### config.mk
export PLATFORM = sky130hd
export DESIGN_NAME = pipe_stage_skid
export DESIGN_NICKNAME = d
export VERILOG_FILES = /design/src/rtl/pipe_stage_skid.sv
export SDC_FILE = /design/constraint.sdc
export NUM_CORES = 1
export LEC_CHECK = 0
export BUFFER_PORTS_ARGS = -buffer_cell sky130_fd_sc_hd__buf_2
export CORE_UTILIZATION = 25
export CTS_CLUSTER_DIAMETER = 30
export DETAILED_ROUTE_END_ITERATION = 8
export PLACE_DENSITY = 0.53
export SETUP_SLACK_MARGIN = 0.15
export SLEW_MARGIN = 0
export SYNTH_ARGS = -nofsm -noshare
export SYNTH_HDL_FRONTEND = slang
export SYNTH_SLANG_ARGS = --single-unit
export TNS_END_PERCENT = 20
### constraint.sdc
create_clock -name i_clk -period 2.4 [get_ports i_clk]
set_clock_uncertainty 0.05 [all_clocks]
set_input_delay 0.12 -clock i_clk [delete_from_list [all_inputs] [get_ports i_clk]]
set_output_delay 0.12 -clock i_clk [all_outputs]
set_load 0.1 [all_outputs]
### src/rtl/pipe_stage_skid.sv
// Pipeline stage register with valid/ready handshake, synchronous flush and a
// two-entry skid buffer; o_up_ready is registered so i_dn_ready never reaches it.
//
// state    | meaning
// ---------+------------------------------------------------
// ST_EMPTY | no beat held; o_dn_valid=0, o_up_ready=1
// ST_ONE   | beat in main; o_dn_valid=1, o_up_ready=1
// ST_FULL  | beats in main and skid; o_dn_valid=1, o_up_ready=0
module pipe_stage_skid #(
  parameter int                DATA_W            = 64,
  parameter logic [DATA_W-1:0] RESET_DATA        = '0,
  parameter bit                FLUSH_CLEARS_DATA = 1'b1,
  parameter int                STALL_CNT_W       = 16
) (
  input  logic                   i_clk,
  input  logic                   i_rst,
  input  logic                   i_flush,
  input  logic                   i_up_valid,
  output logic                   o_up_ready,
  input  logic [DATA_W-1:0]      i_up_data,
  output logic                   o_dn_valid,
  input  logic                   i_dn_ready,
  output logic [DATA_W-1:0]      o_dn_data,
  output logic [1:0]             o_occupancy,
  output logic [STALL_CNT_W-1:0] o_stall_cnt
);

  // Encoding equals the number of buffered beats.
  typedef enum logic [1:0] {
    ST_EMPTY = 2'd0,
    ST_ONE   = 2'd1,
    ST_FULL  = 2'd2
  } state_t;

  state_t                 state_q, state_d;
  logic [DATA_W-1:0]      main_q, main_d;
  logic [DATA_W-1:0]      skid_q, skid_d;
  logic [STALL_CNT_W-1:0] stall_q;
  logic                   up_fire, dn_fire;

  assign o_up_ready  = (state_q != ST_FULL);
  assign o_dn_valid  = (state_q != ST_EMPTY);
  assign o_dn_data   = main_q;
  assign o_occupancy = state_q;
  assign o_stall_cnt = stall_q;

  assign up_fire = i_up_valid & o_up_ready;
  assign dn_fire = o_dn_valid & i_dn_ready;

  always_ff @(posedge i_clk) begin
    if (i_rst) begin
      state_q <= ST_EMPTY;
      main_q  <= RESET_DATA;
      skid_q  <= RESET_DATA;
    end else begin
      state_q <= state_d;
      main_q  <= main_d;
      skid_q  <= skid_d;
    end
  end

  always_comb begin
    state_d = state_q;
    main_d  = main_q;
    skid_d  = skid_q;
    case (state_q)
      ST_EMPTY: begin
        if (up_fire) begin
          state_d = ST_ONE;
          main_d  = i_up_data;
        end
      end
      ST_ONE: begin
        if (up_fire && dn_fire) begin
          main_d = i_up_data;
        end else if (up_fire) begin
          state_d = ST_FULL;
          skid_d  = i_up_data;
        end else if (dn_fire) begin
          state_d = ST_EMPTY;
        end
      end
      ST_FULL: begin
        if (dn_fire) begin
          state_d = ST_ONE;
          main_d  = skid_q;
        end
      end
      default: state_d = ST_EMPTY;
    endcase

    // Flush overrides the handshake; an accepted upstream beat is discarded.
    if (i_flush) begin
      state_d = ST_EMPTY;
      if (FLUSH_CLEARS_DATA) begin
        main_d = RESET_DATA;
        skid_d = RESET_DATA;
      end else begin
        main_d = main_q;
        skid_d = skid_q;
      end
    end
  end

  // Stall counter sees the pre-flush view and saturates at all-ones.
  always_ff @(posedge i_clk) begin
    if (i_rst) begin
      stall_q <= '0;
    end else if (o_dn_valid && !i_dn_ready && (stall_q != {STALL_CNT_W{1'b1}})) begin
      stall_q <= stall_q + 1'b1;
    end
  end

endmodule

==> flow_summary_export.csv <==
group,metric,value,unit
final_layout,multi_input_area,2800,µm²
placed_design,dp_hpwl,10.12,mm
grt,grtUsageTotal,13.55,%
route,drt_drc_violations_left,0,
yosys,yosysWarningCount,0,
clock_tree,htreeDepth,4,
grt,gr-total-overflow,0,
route,wl_per_cell,13.42,µm
timing,fmax,475.3,MHz
timing,finalHoldViolCount,0,
final_layout,diodes,0,
grt,grt_pass1_vias,5036,
die,die_x,156.2,µm
route,via_count,5352,
die,io_pins,153,
worst_setup_path,r2r_setup_slack,0.40,ns
worst_setup_path,cp-end-kind,"primary output",
yosys,syn_avg_cell_area,8.736,µm²
worst_setup_path,cp.arrival,1.93,ns
die,die_y,156.2,µm
timing,finalSetupTns,0,ns
timing,maxSlewViolCount,0,
die,die-area,24380,µm²
worst_setup_path,cpPeakStageDelay,0.60,ns
clock_tree,cts.path.max_buffers,2,
worst_setup_path,cp_slowest_cell,"or2b_4",
timing,worst_slack,0.2961,ns
yosys,yosysSeqAreaShare,49.20,%
pwr,p_switching,1759,µW
status,status,"finished clean",
yosys,synth_edf_count,0,
die,initial_core_util,25.38,%
pwr,power_frac_comb,14.5,%
clock_tree,cts_made_buffers,17,
yosys,ys_types,37,
worst_setup_path,crit_fanout,28,
yosys,synth_nets,750,
timing,setup_viol,0,
route,wl,16.20,mm
yosys,synth_top_flop_cell,"dfxtp_1",
yosys,synth_area_leader_cell,"dfxtp_1",
timing,tightest_slew,0.6133,ns
route,first_pass_iters,4,
final_layout,final_core_util,35.72,%
yosys,async_reset_ff_share,0,%
final_layout,regArea,2949,µm²
die,row_count,56,
clock_tree,tritoncts,"yes",
yosys,synth_seq_cells,146,
pwr,ir_worst_vdd,0.0003663,V
yosys,synthesis.area,5941,µm²
final_layout,fin_nets,946,
pwr,power_density,725.8,nW/µm²
timing,min_period_over_period,87.66,%
pwr,seqPwrFrac,41.4,%
pwr,p_clk_share,44.1,%
clock_tree,clock_latency,0.42,ns
yosys,synthTopCellsByArea,"dfxtp_1 49%, mux2i_1 11%, nand2_1 8.6%",
final_layout,fillers,2483,
grt,grt_pass1_wl,26.09,mm
route,vias_per_cell,4.434,
timing,rsz0062_at_grt,"no",
final_layout,layout-drive-gt1-share,25.90,%
worst_setup_path,worstSetupPathType,"reg -> out",
pwr,intPower,4308,µW
grt,grt_antenna_before_repair,0,
job,max_cap_violations,0,
placed_design,gp_congestion,0.7173,
yosys,synth.top_cells.by_count,"146 x dfxtp_1, 136 x nand2_1, 76 x a21oi_1, 69 x nor2_1",
clock_tree,post_cts_resize_count,0,
worst_setup_path,critPathRequiredTime,2.23,ns
route,ant_nets,0,
pwr,p_leak,0.003704,µW
yosys,syn_inst,680,
yosys,synth_most_common_cell,"dfxtp_1",
pwr,p_sw_share,28.99,%
worst_setup_path,start_kind,"flip-flop",
clock_tree,cts_sinks,146,
clock_tree,path_clk_slew,0.07,ns
min_path,min_path_type,"in -> reg",
worst_setup_path,path_cells,"or2b_4 > buf_2",
die,core,23400,µm²
placed_design,portBuffers,152,
route,drtIter0Drc,184,
clock_tree,root_buffer,"clkbuf_16",
timing,relSlewSlack,58.81,%
placed_design,post-place-ws,0.3969,ns
yosys,synth_top_area_share,49.20,%
grt,grt_max_degree,75,
final_layout,area_growth,40.71,%
timing,fin_crit,2.104,ns
metrics by stage:
| step | std cells | hold WS, ns | total power (µW) | cell area [µm²] |
|---|---|---|---|---|
| 6_report | 1207 | 0.07567 | 6067 | 8359 |
| 5_1_grt | 1207 | 0.09566 | 6341 | 8359 |
| 4_1_cts | 1207 | 0.05961 | 6193 | 8359 |
| 3_5_place_dp | 1111 | 0.3116 | 3367 | 7122 |
| 3_3_place_gp | 1111 | 0.3055 | 3364 | 7122 |
| 2_1_floorplan | 680 | 0.1353 | 3164 | 5967 |
metal layers:
| layer | wire length (µm) | global-route usage, % | part of all wire, % | vias up |
|---|---|---|---|---|
| met3 | 712 | 3.833 | 4.4 | 7 |
| li1 | - | - | - | 2775 |
| met4 | 131 | 3.922 | 0.81 | 0 |
| met1 | 7865 | 17.42 | 49 | 2458 |
| met2 | 7486 | 21.94 | 46 | 112 |
| met5 | 0 | 0 | 0 | - |
area by class of cell:
cell class	count	share of cell area [%]
clock inverter	12	1.602
sequential	146	35.28
clock buffer	19	5.418
tap	319	4.775
timing repair buffer	231	19.34
multi-input combinational	478	33.50
inverter	2	0.08981
registers in the layout, summed over array words and instances, names as in the netlist:
signal       flops
o_dn_data       64
o_stall_cnt     16
skid_q          64
o_occupancy      2
timing repair:
action                                 CTS  global route
buffers inserted                         0             0
endpoints found under the hold margin   94             0
hold buffers                            65             0
layout by cell type, fill, tap and decap left out, types with 3 or more instances in the layout:
master / n
a211oi_1: 65
a21oi_1: 76
buf_12: 8
buf_2: 152
buf_4: 6
clkbuf_16: 17
clkinv_2: 3
clkinv_4: 4
dfxtp_1: 129
dfxtp_2: 15
dlygate4sd3_1: 65
mux2_2: 4
mux2i_1: 65
nand2_1: 135
nand3_1: 4
nand4_1: 4
nor2_1: 69
nor2b_1: 6
nor4_1: 5
o21ai_0: 4
o31ai_1: 7
or3_1: 6
or4_1: 6
worst max-delay path, delay by kind of cell (launching register included):
kind,cells,cell delay (ns)
buffers and inverters,1,0.53
flip-flops,1,0.36
AND/OR/NAND/NOR,1,0.60
cell families after synthesis:
kind of cell               after synthesis  share of synthesized area (%)
buffers and inverters                   56                          4.023
and+or+nand+nor                        251                          18.41
AOI/OAI and AO/OA                      157                          16.45
adders and majority gates                1                         0.2106
muxes                                   69                          11.71
DFF                                    146                          49.20
power by group through the flow:
stage / combinational [µW] / clock, µW / sequential (µW)
after floorplan: 222 / 0 / 2940
after global placement: 800 / 0 / 2560
after detailed placement: 802 / 0 / 2570
after CTS: 886 / 2800 / 2510
after global routing: 938 / 2890 / 2520
final: 878 / 2680 / 2510
final timing paths:
| kind | startpoint | to | cells after the start |
|---|---|---|---|
| hold reg to reg | skid_q[52] | skid_q[52] | 2 |
| hold / removal | i_rst | o_stall_cnt[7] | 3 |
| setup reg to reg | o_stall_cnt[0] | o_stall_cnt[14] | 5 |
| setup / recovery | o_occupancy[1] | o_up_ready | 2 |
No activity file was read; power rests on OpenSTA's default activity.
